==> src/rtl/fetch_ctrl_if.sv <==
// Handshake bundle between the fetch controller, instruction memory and decode.
// The master modport is the fetch controller's view; slave is the environment's.
interface fetch_ctrl_if #(
    parameter int unsigned XLEN = 32
);
    logic            fetch_redirect_valid_in;
    logic [XLEN-1:0] fetch_redirect_addr_in;
    logic            ins_mem_valid_out;
    logic [XLEN-1:0] ins_mem_addr_out;
    logic            ins_mem_ready_in;
    logic [XLEN-1:0] ins_mem_data_in;
    logic            ins_valid_out;
    logic [XLEN-1:0] ins_data_out;
    logic [XLEN-1:0] ins_pc_out;
    logic            ins_ready_in;
    logic            fetch_error_out;

    modport master (
        input  fetch_redirect_valid_in,
        input  fetch_redirect_addr_in,
        output ins_mem_valid_out,
        output ins_mem_addr_out,
        input  ins_mem_ready_in,
        input  ins_mem_data_in,
        output ins_valid_out,
        output ins_data_out,
        output ins_pc_out,
        input  ins_ready_in,
        output fetch_error_out
    );

    modport slave (
        output fetch_redirect_valid_in,
        output fetch_redirect_addr_in,
        input  ins_mem_valid_out,
        input  ins_mem_addr_out,
        output ins_mem_ready_in,
        output ins_mem_data_in,
        input  ins_valid_out,
        input  ins_data_out,
        input  ins_pc_out,
        output ins_ready_in,
        input  fetch_error_out
    );
endinterface

==> src/rtl/fetch_ctrl.sv <==
// Instruction-fetch controller: owns the fetch PC, issues word requests to instruction
// memory and buffers returned words with their PC in a 2-entry queue toward decode.
module fetch_ctrl #(
    parameter int unsigned     XLEN         = 32,
    parameter logic [XLEN-1:0] RESET_VECTOR = '0
) (
    input logic          clock_in,
    input logic          reset_in,
    fetch_ctrl_if.master bus
);

    typedef enum logic [1:0] {
        StIdle,
        StFetch,
        StFull,
        StError
    } state_e;

    state_e          state_q, state_d;
    logic [XLEN-1:0] pc_q, pc_d;
    logic [1:0]      count_q, count_d;
    logic [XLEN-1:0] q_pc_q   [2];
    logic [XLEN-1:0] q_pc_d   [2];
    logic [XLEN-1:0] q_data_q [2];
    logic [XLEN-1:0] q_data_d [2];

    logic xfer;
    logic pop;
    logic wr_sel;

    always_comb begin
        state_d     = state_q;
        pc_d        = pc_q;
        count_d     = count_q;
        q_pc_d[0]   = q_pc_q[0];
        q_pc_d[1]   = q_pc_q[1];
        q_data_d[0] = q_data_q[0];
        q_data_d[1] = q_data_q[1];

        xfer   = (state_q == StFetch) && bus.ins_mem_ready_in && !bus.fetch_redirect_valid_in;
        pop    = (count_q != 2'd0) && bus.ins_ready_in;
        // Tail slot for a push, taking a simultaneous pop's shift into account.
        wr_sel = pop ? (count_q == 2'd2) : (count_q == 2'd1);

        if (bus.fetch_redirect_valid_in) begin
            count_d = 2'd0;
            pc_d    = bus.fetch_redirect_addr_in;
            state_d = (bus.fetch_redirect_addr_in[1:0] != 2'b00) ? StError : StFetch;
        end else begin
            if (pop) begin
                q_pc_d[0]   = q_pc_q[1];
                q_data_d[0] = q_data_q[1];
            end
            if (xfer) begin
                q_pc_d[wr_sel]   = pc_q;
                q_data_d[wr_sel] = bus.ins_mem_data_in;
                pc_d             = pc_q + XLEN'(4);
            end
            count_d = count_q + {1'b0, xfer} - {1'b0, pop};

            unique case (state_q)
                StIdle:  state_d = (RESET_VECTOR[1:0] != 2'b00) ? StError : StFetch;
                StFetch: state_d = (count_d == 2'd2) ? StFull : StFetch;
                StFull:  state_d = (count_d < 2'd2) ? StFetch : StFull;
                StError: state_d = StError;
                default: state_d = StIdle;
            endcase
        end
    end

    always_ff @(posedge clock_in or negedge reset_in) begin
        if (!reset_in) begin
            state_q     <= StIdle;
            pc_q        <= RESET_VECTOR;
            count_q     <= 2'd0;
            q_pc_q[0]   <= '0;
            q_pc_q[1]   <= '0;
            q_data_q[0] <= '0;
            q_data_q[1] <= '0;
        end else begin
            state_q     <= state_d;
            pc_q        <= pc_d;
            count_q     <= count_d;
            q_pc_q[0]   <= q_pc_d[0];
            q_pc_q[1]   <= q_pc_d[1];
            q_data_q[0] <= q_data_d[0];
            q_data_q[1] <= q_data_d[1];
        end
    end

    // All outputs come straight from registers; no input-to-output paths.
    assign bus.ins_mem_valid_out = (state_q == StFetch);
    assign bus.ins_mem_addr_out  = pc_q;
    assign bus.ins_valid_out     = (count_q != 2'd0);
    assign bus.ins_data_out      = q_data_q[0];
    assign bus.ins_pc_out        = q_pc_q[0];
    assign bus.fetch_error_out   = (state_q == StError);

endmodule
==> src/flat_wrapper.sv <==
// flat-port wrapper written by rule: the top's interface ports become plain ports
module fetch_ctrl_flat 
#(
    parameter int unsigned     XLEN         = 32,
    parameter logic [XLEN-1:0] RESET_VECTOR = '0
)
  (clock_in, reset_in, bus_fetch_redirect_valid_in, bus_fetch_redirect_addr_in, bus_ins_mem_valid_out, bus_ins_mem_addr_out, bus_ins_mem_ready_in, bus_ins_mem_data_in, bus_ins_valid_out, bus_ins_data_out, bus_ins_pc_out, bus_ins_ready_in, bus_fetch_error_out);
  fetch_ctrl_if #(.XLEN(XLEN)) bus_i ();
  input logic clock_in;
  input logic reset_in;
  input wire logic [$bits(bus_i.fetch_redirect_valid_in)-1:0] bus_fetch_redirect_valid_in;
  input wire logic [$bits(bus_i.fetch_redirect_addr_in)-1:0] bus_fetch_redirect_addr_in;
  output wire logic [$bits(bus_i.ins_mem_valid_out)-1:0] bus_ins_mem_valid_out;
  output wire logic [$bits(bus_i.ins_mem_addr_out)-1:0] bus_ins_mem_addr_out;
  input wire logic [$bits(bus_i.ins_mem_ready_in)-1:0] bus_ins_mem_ready_in;
  input wire logic [$bits(bus_i.ins_mem_data_in)-1:0] bus_ins_mem_data_in;
  output wire logic [$bits(bus_i.ins_valid_out)-1:0] bus_ins_valid_out;
  output wire logic [$bits(bus_i.ins_data_out)-1:0] bus_ins_data_out;
  output wire logic [$bits(bus_i.ins_pc_out)-1:0] bus_ins_pc_out;
  input wire logic [$bits(bus_i.ins_ready_in)-1:0] bus_ins_ready_in;
  output wire logic [$bits(bus_i.fetch_error_out)-1:0] bus_fetch_error_out;
  assign bus_i.fetch_redirect_valid_in = bus_fetch_redirect_valid_in;
  assign bus_i.fetch_redirect_addr_in = bus_fetch_redirect_addr_in;
  assign bus_ins_mem_valid_out = bus_i.ins_mem_valid_out;
  assign bus_ins_mem_addr_out = bus_i.ins_mem_addr_out;
  assign bus_i.ins_mem_ready_in = bus_ins_mem_ready_in;
  assign bus_i.ins_mem_data_in = bus_ins_mem_data_in;
  assign bus_ins_valid_out = bus_i.ins_valid_out;
  assign bus_ins_data_out = bus_i.ins_data_out;
  assign bus_ins_pc_out = bus_i.ins_pc_out;
  assign bus_i.ins_ready_in = bus_ins_ready_in;
  assign bus_fetch_error_out = bus_i.fetch_error_out;
  fetch_ctrl #(.XLEN(XLEN), .RESET_VECTOR(RESET_VECTOR)) u_core (.clock_in(clock_in), .reset_in(reset_in), .bus(bus_i));
endmodule
==> config.mk <==
export PLATFORM = sky130hd
export DESIGN_NAME = fetch_ctrl_flat
export DESIGN_NICKNAME = d
export VERILOG_FILES = /design/src/rtl/fetch_ctrl_if.sv /design/src/rtl/fetch_ctrl.sv /design/src/flat_wrapper.sv
export SDC_FILE = /design/constraint.sdc
export NUM_CORES = 1
export LEC_CHECK = 0
export BUFFER_PORTS_ARGS = -buffer_cell sky130_fd_sc_hd__buf_2
export CAP_MARGIN = 10
export CORE_AREA = 4 4 131 133
export DETAILED_ROUTE_END_ITERATION = 8
export DIE_AREA = 0 0 135 137
export PLACE_DENSITY = 0.85
export SYNTH_ARGS = -nofsm -noshare
export SYNTH_HDL_FRONTEND = slang
export SYNTH_SLANG_ARGS = --single-unit
==> constraint.sdc <==
create_clock -name clock_in -period 5.6 [get_ports clock_in]
set_input_delay 0.28 -clock clock_in [delete_from_list [all_inputs] [get_ports clock_in]]
set_output_delay 0.28 -clock clock_in [all_outputs]
set_load 0.05 [all_outputs]
==> results of run 1 <==
layout make-up:
| class | count | area (um^2) |
|---|---|---|
| Multi-Input combinational cell | 438 | 3090 |
| Timing Repair Buffer | 174 | 897 |
| Fill cell | 1320 | 6830 |
| Tap cell | 216 | 270 |
| Inverter | 7 | 26.3 |
| Clock inverter | 10 | 156 |
| Sequential cell | 164 | 4100 |
| Clock buffer | 20 | 457 |
cell families (layout without fill, tap and decap cells):
logic type	Yosys count	in the layout	synth area share, %
XOR/XNOR	10	10	1.28
AND/OR/NAND/NOR	175	175	11.1
buffers and inverters	117	211	9.23
multiplexers	120	120	16.2
flip-flops	164	164	51.9
AO/OA/AOI/OAI	130	130	9.78
adder cells (fa/ha/maj)	3	3	0.475
per-layer routing:
layer	vias to the layer above	wire (um)
met1	2771	8030
met5	-	0
li1	2659	-
met2	190	8200
met3	12	1120
met4	0	163
where the power goes:
part / internal, mW / switching [mW] / total (mW)
sequential: 1.64 / 0.283 / 1.93
combinational: 0.579 / 1.34 / 1.92
clock: 0.763 / 0.457 / 1.22
total: 2.98 / 2.08 / 5.06
metrics by stage:
step | cells | hold WS [ns] | cell area [um^2]
CTS | 1029 | 0.0461 | 9000
finish | 1029 | 0.0629 | 9000
floorplan | 719 | -0.0156 | 7910
global route | 1029 | 0.0600 | 9000
global placement | 998 | 0.379 | 8380
detailed placement | 998 | 0.379 | 8380
worst paths after layout:
check / slack [ns] / end / from
max: 2.57 / u_core.bus.ins_pc_out[8] / u_core.count_q[1]
min: 0.06 / u_core.bus.ins_mem_addr_out[10] / bus_fetch_redirect_addr_in[10]
max reg2reg: 2.57 / u_core.bus.ins_pc_out[8] / u_core.count_q[1]
min reg2reg: 0.51 / register / register
max in group asynchronous: 3.63 / u_core.bus.ins_data_out[25] / reset_in
min in group asynchronous: 0.47 / u_core.bus.ins_pc_out[25] / reset_in
what timing repair did:
| item | 4_1_cts | 5_1_grt |
|---|---|---|
| hold endpoints to repair | 83 | 0 |
| hold buffers | 1 | 0 |
| buffers inserted | 0 | 0 |
layout by cell type, fill, tap and decap left out, types with 3 or more instances in the layout:
cell type,count
xor2_1,5
nor2b_1,5
mux2i_1,54
mux2_2,66
buf_4,6
nor4_1,4
buf_2,166
nand4_1,7
dfrtp_1,164
nand3_1,13
inv_1,7
a2bb2oi_1,11
bufinv_16,4
o31ai_1,15
and2_1,3
ha_1,3
or4_1,17
nand2_1,85
nor2_1,21
xnor2_1,4
a31oi_1,18
clkinv_2,4
o21ai_0,80
clkbuf_16,17
worst reg2reg max path, cell delays in order, from the launching register on:
cell and delay, ns:
dfrtp_1 0.40, or2_2 0.32, and2_1 0.16, ha_1 0.35, o31a_2 0.64, buf_4 0.67
o21ai_0 0.31
==> summary.txt, run 1 <==
status: finished, final reports clean
num ports: 168
Post-Synthesis Cell Area: 0.00791 mm^2
grt met2 use: 30.4%
per-cell routed wire length: 17.0 um
Reg2Reg Depth: 6
Fin. Hold Viols: 0
Total Negative Setup Slacks: 0 ns
met3 GRT Util: 4.52%
Core Area: 0.0158 mm^2
Via density: 5.47
largest fanout on the critical path: 74
Crit. End Element: register
nets: 874
most frequent cell after synthesis: dfrtp_1
WP buf/inv: 1
most used routing layer: met2
Tcrit/Tclk final: 54.0%
CTS Sinks: 164
Worst EP required: 5.85 ns
initial DRC count: 307
library cells used by synthesis: 47
Synth area leaders: dfrtp_1 52%, mux2_2 9.4%, mux2i_1 6.8%, buf_4 6.2%, o21ai_0 5.1%
Period minus WS final: 3.03 ns
most area-hungry cell type in the Yosys netlist: dfrtp_1
grt ovf: 0
Synth Instances: 719
num rows: 46
final setup skew: 0.0134 ns
Worst VDD drop: 0.254 mV
largest net degree at the start of global routing: 85
clk buf depth: 2
Antenna Cells: 0
DRC Markers: 0
crit path DAT: 3.28 ns
cell-by-cell trace of the critical path: or2_2 > and2_1 > ha_1 > o31a_2 > buf_4 > o21ai_0
routability congestion estimate: 0.750
dpl hpwl: 11,700 um
Power Density: 563 mW/mm^2
critical path depth: 6
Seq cells post-synth: 164
delay-heaviest family, CP: compound AO/OA/AOI/OAI gates
M1 GR Usage: 26.6%
Die Width: 135 um
CTS root buffer: clkbuf_16
initial antenna violation count: 0
hold path depth: 3
critical setup path kind: register to register
Syn Area/Cell: 11.0 um^2
final setup margin: 2.57 ns
CP max stage delay: 0.66 ns
global-route wire length before repair: 27,900 um
CTS buffer count: 17
via count: 5,632
Post-synth EDFFs: 0
Synthesis Warnings: 0
Static Leakage: 4.04 nW
FMAX: 330 MHz
Synth Net Count: 791
Worst-Margin Slew: 1.13 ns
Slew Viols, Final: 0
TritonRoute pass-1 iters: 5
Tot Pwr: 5.06 mW
die height: 137 um
Global Route Usage Sum: 19.2%
Area Overhead vs Synth: 13.8%
final WL: 17,500 um
initial core utilization: 49.9%
max_slew headroom: 24.5%
CP max-delay cell: buf_4
Max-Cap Viols: 0
fin util: 56.9%
H-tree depth: 4
Async SR Flop Fraction: 100%
pre-CTS setup slack: 2.60 ns
Clk Latency, worst-skew pair: 0.42 ns
Post-synth top cells: 164 x dfrtp_1, 85 x nand2_1, 80 x o21ai_0
share of layout cells above drive strength 1: 34.4%
Buffers on Ports: 167
die area: 0.0185 mm^2
vias in the first global route: 5,437
Worst Hold Class: input port to register
Yosys top cell area share: 51.9%
Seq/Total Area, Yosys: 51.9%
Setup crit start kind: register
Worst-path clk slew: 0.06 ns
Post-DRT Antenna Nets: 0
CTS tree: yes
count of cells resized by post-cts repair: 0
ys flop type: dfrtp_1
# setup viols final: 0
RSZ-0062 raised after global routing: no
Power figures use the tool's default switching activity.
==> run 2: changes to the inputs <==
clock period = 3 ns   (was 5.6 ns; I/O delays follow)
==> summary.txt, run 2 (synthesis gave the netlist of run 1 again) <==
largest net degree at the start of global routing: 118
max_slew headroom: 52.4%
Crit. End Element: register
nets: 940
H-tree depth: 4
Buffers on Ports: 167
Period minus WS final: 2.55 ns
die area: 0.0185 mm^2
sw power: 3.89 mW
die height: 137 um
initial antenna violation count: 0
share of layout cells above drive strength 1: 32.2%
Tcrit/Tclk final: 85.1%
CTS tree: yes
CP max stage delay: 0.40 ns
per-cell routed wire length: 17.4 um
CTS buffer count: 17
Post-DRT Antenna Nets: 0
Global Route Usage Sum: 20.8%
Reg2Reg Setup Slack: 0.45 ns
Clk pwr share: 22.1%
Static Leakage: 4.30 nW
dpl hpwl: 11,900 um
launch point of the worst reg-to-reg path: u_core.count_q[1]
cell-by-cell trace of the critical path: or2_2 > and2_1 > ha_1 > nor4b_2 > buf_12 > mux2_2
# setup viols final: 0
clk buf depth: 2
Area Overhead vs Synth: 21.6%
critical path startpoint: u_core.count_q[1]
Die Width: 135 um
Setup crit start kind: register
routability congestion estimate: 0.793
critical setup path kind: register to register
P_int: 5.45 mW
DRC Markers: 0
initial core utilization: 49.9%
Worst EP required: 3.30 ns
Core Area: 0.0158 mm^2
most frequent cells in the layout: 166 x buf_2, 164 x dfrtp_1, 85 x nand2_1
status: finished, final reports clean
FMAX: 392 MHz
Power Density: 971 mW/mm^2
CTS root buffer: clkbuf_16
num ports: 168
grt ovf: 0
via count: 5,909
commonest non-fill, non-tap cell in the layout: buf_2
Fin. Hold Viols: 0
TritonRoute pass-1 iters: 5
Tot Pwr: 9.34 mW
final WL: 19,000 um
Worst-Margin Slew: 0.714 ns
Via density: 5.41
CP max-delay cell: dfrtp_1
crit path DAT: 2.85 ns
Worst Hold Class: input port to register
Antenna Cells: 0
vias in the first global route: 5,893
Clk Latency, worst-skew pair: 0.42 ns
RSZ-0062 raised after global routing: no
CTS Sinks: 164
num rows: 46
Max-Cap Viols: 0
Slew Viols, Final: 0
Reg power frac: 38.5%
final setup skew: 0.00929 ns
initial DRC count: 402
switching share of power: 41.6%
global-route wire length before repair: 30,400 um
Reg2Reg Depth: 6
largest fanout on the critical path: 64
Worst-path clk slew: 0.06 ns
Worst VDD drop: 0.501 mV
Fin Hold WS: 0.0220 ns
logic gate share of total power: 39.4%
Total Negative Setup Slacks: 0 ns
[run 2: worst min path at each step]
stage | startpoint | end | slack [ns] | cells past startpoint
2_1_floorplan | reset_in | asynchronous set/reset pin | -0.15 | 0
3_3_place_gp | reset_in | u_core.bus.ins_pc_out[25] | 0.22 | 1
3_5_place_dp | reset_in | u_core.bus.ins_pc_out[25] | 0.22 | 1
4_1_cts | bus_fetch_redirect_addr_in[13] | u_core.bus.ins_mem_addr_out[13] | 0.001 | 3
5_1_grt | bus_fetch_redirect_addr_in[13] | u_core.bus.ins_mem_addr_out[13] | 0.008 | 3
6_report | bus_fetch_redirect_addr_in[16] | u_core.bus.ins_mem_addr_out[16] | 0.02 | 3
[run 2: through the flow]
| step | util, % | setup slack [ns] | std cells | cell area [um^2] |
|---|---|---|---|---|
| global placement | 53.4 | 0.534 | 1003 | 8450 |
| CTS | 60.7 | 0.442 | 1091 | 9600 |
| finish | 60.7 | 0.448 | 1092 | 9610 |
| floorplan | - | 0.381 | 719 | 7910 |
| detailed placement | 53.4 | 0.458 | 1003 | 8450 |
| global route | 60.7 | 0.324 | 1092 | 9610 |
[run 2: cell type report]
type	instances	area, um^2
Fill cell	1249	6210
Clock inverter	7	85.1
Sequential cell	164	4100
Multi-Input combinational cell	438	3090
Tap cell	216	270
Inverter	7	26.3
Timing Repair Buffer	240	1580
Clock buffer	20	457
[run 2: repair_timing]
| action | 4_1_cts | 5_1_grt |
|---|---|---|
| setup buffers | 0 | 0 |
| hold buffers | 61 | 1 |
| resized for setup | 0 | 0 |
| endpoints found under the hold margin | 167 | 1 |
[run 2: power groups by stage]
stage               clock network (mW)  logic [mW]  registers [mW]
finish                            2.06        3.68            3.60
global route                      2.19        3.92            3.70
CTS                               2.10        3.69            3.58
detailed placement                   0        3.62            3.61
global placement                     0        3.52            3.58
floorplan                            0        3.28            3.59
[run 2: worst max-delay path, delay by kind of cell, from the launching register on]
kind	cells	cell delay (ns)
fa+ha+maj	1	0.34
buf+inv	1	0.38
flops	1	0.40
mux	1	0.40
simple gates	3	0.89
[run 2: layer usage]
metal / track usage [%] / share of wire [%] / vias up
li1: - / - / 2788
met1: 27.0 / 43 / 2919
met2: 35.5 / 50 / 188
met3: 5.22 / 6.0 / 14
met4: 4.65 / 0.83 / 0
met5: 0 / 0 / -
==> run 3: changes to the inputs <==
clock period = 3.2 ns   (was 3 ns; I/O delays follow)
==> summary.txt, run 3 (synthesis gave the netlist of run 1 again) <==
grt ovf: 0
final setup skew: 0.0118 ns
CTS root buffer: clkbuf_16
initial DRC count: 373
Crit. End Element: register
commonest non-fill, non-tap cell in the layout: buf_2
Post-DRT Antenna Nets: 0
FMAX: 389 MHz
placed cell count: 1,002
Global Route Usage Sum: 20.6%
Period minus WS final: 2.57 ns
Slew Viols, Final: 0
RSZ-0062 raised after global routing: no
clk buf depth: 2
Clk Latency, worst-skew pair: 0.43 ns
Buffers on Ports: 167
Antenna Cells: 0
CP max-delay cell: dfrtp_1
Static Leakage: 4.28 nW
Worst VDD drop: 0.499 mV
most frequent cells in the layout: 166 x buf_2, 164 x dfrtp_1, 85 x nand2_1
register area: 0.00410 mm^2
Worst-path clk slew: 0.06 ns
final WL: 18,600 um
via count: 5,841
largest fanout on the critical path: 64
Power Density: 908 mW/mm^2
Fin Hold WS: 0.0177 ns
# setup viols final: 0
Area Overhead vs Synth: 21.8%
final setup margin: 0.631 ns
status: finished, final reports clean
Fin. Hold Viols: 0
setup bufs post-CTS: 0
die area: 0.0185 mm^2
vias in the first global route: 5,879
Via density: 5.33
Finished Layout Cells: 1,095
max_slew headroom: 46.8%
crit path DAT: 2.87 ns
cell-by-cell trace of the critical path: or2_2 > and2_1 > ha_1 > nor4b_2 > buf_12 > mux2_2
global-route wire length before repair: 30,100 um
initial antenna violation count: 0
routability congestion estimate: 0.769
Worst-Margin Slew: 0.798 ns
Reg2Reg Setup Slack: 0.63 ns
Max-Cap Viols: 0
TritonRoute pass-1 iters: 4
Tot Pwr: 8.74 mW
Die Width: 135 um
footprint of the multi-input gates: 0.00309 mm^2
dpl hpwl: 11,800 um
largest net degree at the start of global routing: 88
Reg power frac: 38.6%
Tcrit/Tclk final: 80.3%
CTS Sinks: 164
Core Area: 0.0158 mm^2
H-tree depth: 4
sw power: 3.66 mW
Clk pwr share: 22.2%
num ports: 168
CTS tree: yes
P_int: 5.08 mW
CP max stage delay: 0.40 ns
nets: 938
Worst EP required: 3.51 ns
critical setup path kind: register to register
fillers: 1,244
pre-CTS setup slack: 0.657 ns
die height: 137 um
per-cell routed wire length: 17.0 um
initial core utilization: 49.9%
Setup crit start kind: register
num rows: 46
Worst Hold Class: input port to register
switching share of power: 41.9%
DRC Markers: 0
CTS buffer count: 17
share of layout cells above drive strength 1: 32.2%
Total Negative Setup Slacks: 0 ns
logic gate share of total power: 39.3%
[run 3: changes by cell type in the layout (fill, tap and decap cells not counted)]
cell	before	now
clkinvlp_4	0	3
clkbuf_1	1	4
clkinv_2	5	3
bufinv_16	2	1
buf_12	3	4
dlygate4sd3_1	62	61
clkbuf_8	2	3
clkinv_4	0	1
buf_4	8	6
[run 3: per-layer routing]
| layer | vias to the layer above | track usage [%] | wire, um |
|---|---|---|---|
| li1 | 2790 | - | - |
| met1 | 2876 | 27.4 | 8440 |
| met2 | 146 | 33.8 | 8920 |
| met3 | 29 | 4.78 | 967 |
| met4 | 0 | 6.33 | 260 |
| met5 | - | 0 | 0 |
[run 3: repair_timing]
action | CTS | global route
endpoints found under the hold margin | 175 | 0
hold buffers | 61 | 0
resized for setup | 0 | 0
[run 3: final timing paths]
| kind | startpoint | end | depth (start not counted) |
|---|---|---|---|
| max in group asynchronous | reset_in | u_core.bus.ins_data_out[7] | 3 |
| min reg2reg | register | register | 1 |
| min in group asynchronous | reset_in | u_core.bus.ins_pc_out[24] | 2 |
| min | bus_fetch_redirect_addr_in[27] | u_core.bus.ins_mem_addr_out[27] | 3 |
| max reg2reg | u_core.count_q[1] | register | 6 |
| max | u_core.count_q[1] | register | 6 |
[run 3: stage by stage]
| step | instance area, um^2 | util, % |
|---|---|---|
| detailed placement | 8460 | 53.4 |
| global placement | 8460 | 53.4 |
| finish | 9630 | 60.8 |
| global route | 9630 | 60.8 |
| floorplan | 7910 | - |
| CTS | 9630 | 60.8 |
[run 3: area by class of cell]
class	instances	area share, %
multi-input cells	438	32.1
clock buffers	24	5.00
clock inverters	8	0.793
well taps	216	2.81
repair buffers	238	16.4
flip-flops and latches	164	42.6
inverters	7	0.273
[run 3: critical path, delay by kind of cell, from the launching register on]
family / cells / cell delay, ns
simple gates: 3 / 0.89
mux: 1 / 0.38
flops: 1 / 0.40
buf+inv: 1 / 0.37
fa+ha+maj: 1 / 0.33
[run 3: power groups by stage]
| stage | combinational (mW) | sequential [mW] | clock [mW] |
|---|---|---|---|
| 5_1_grt | 3.64 | 3.47 | 2.07 |
| 2_1_floorplan | 3.08 | 3.37 | 0 |
| 3_3_place_gp | 3.30 | 3.35 | 0 |
| 3_5_place_dp | 3.39 | 3.39 | 0 |
| 6_report | 3.44 | 3.37 | 1.94 |
| 4_1_cts | 3.45 | 3.36 | 1.97 |
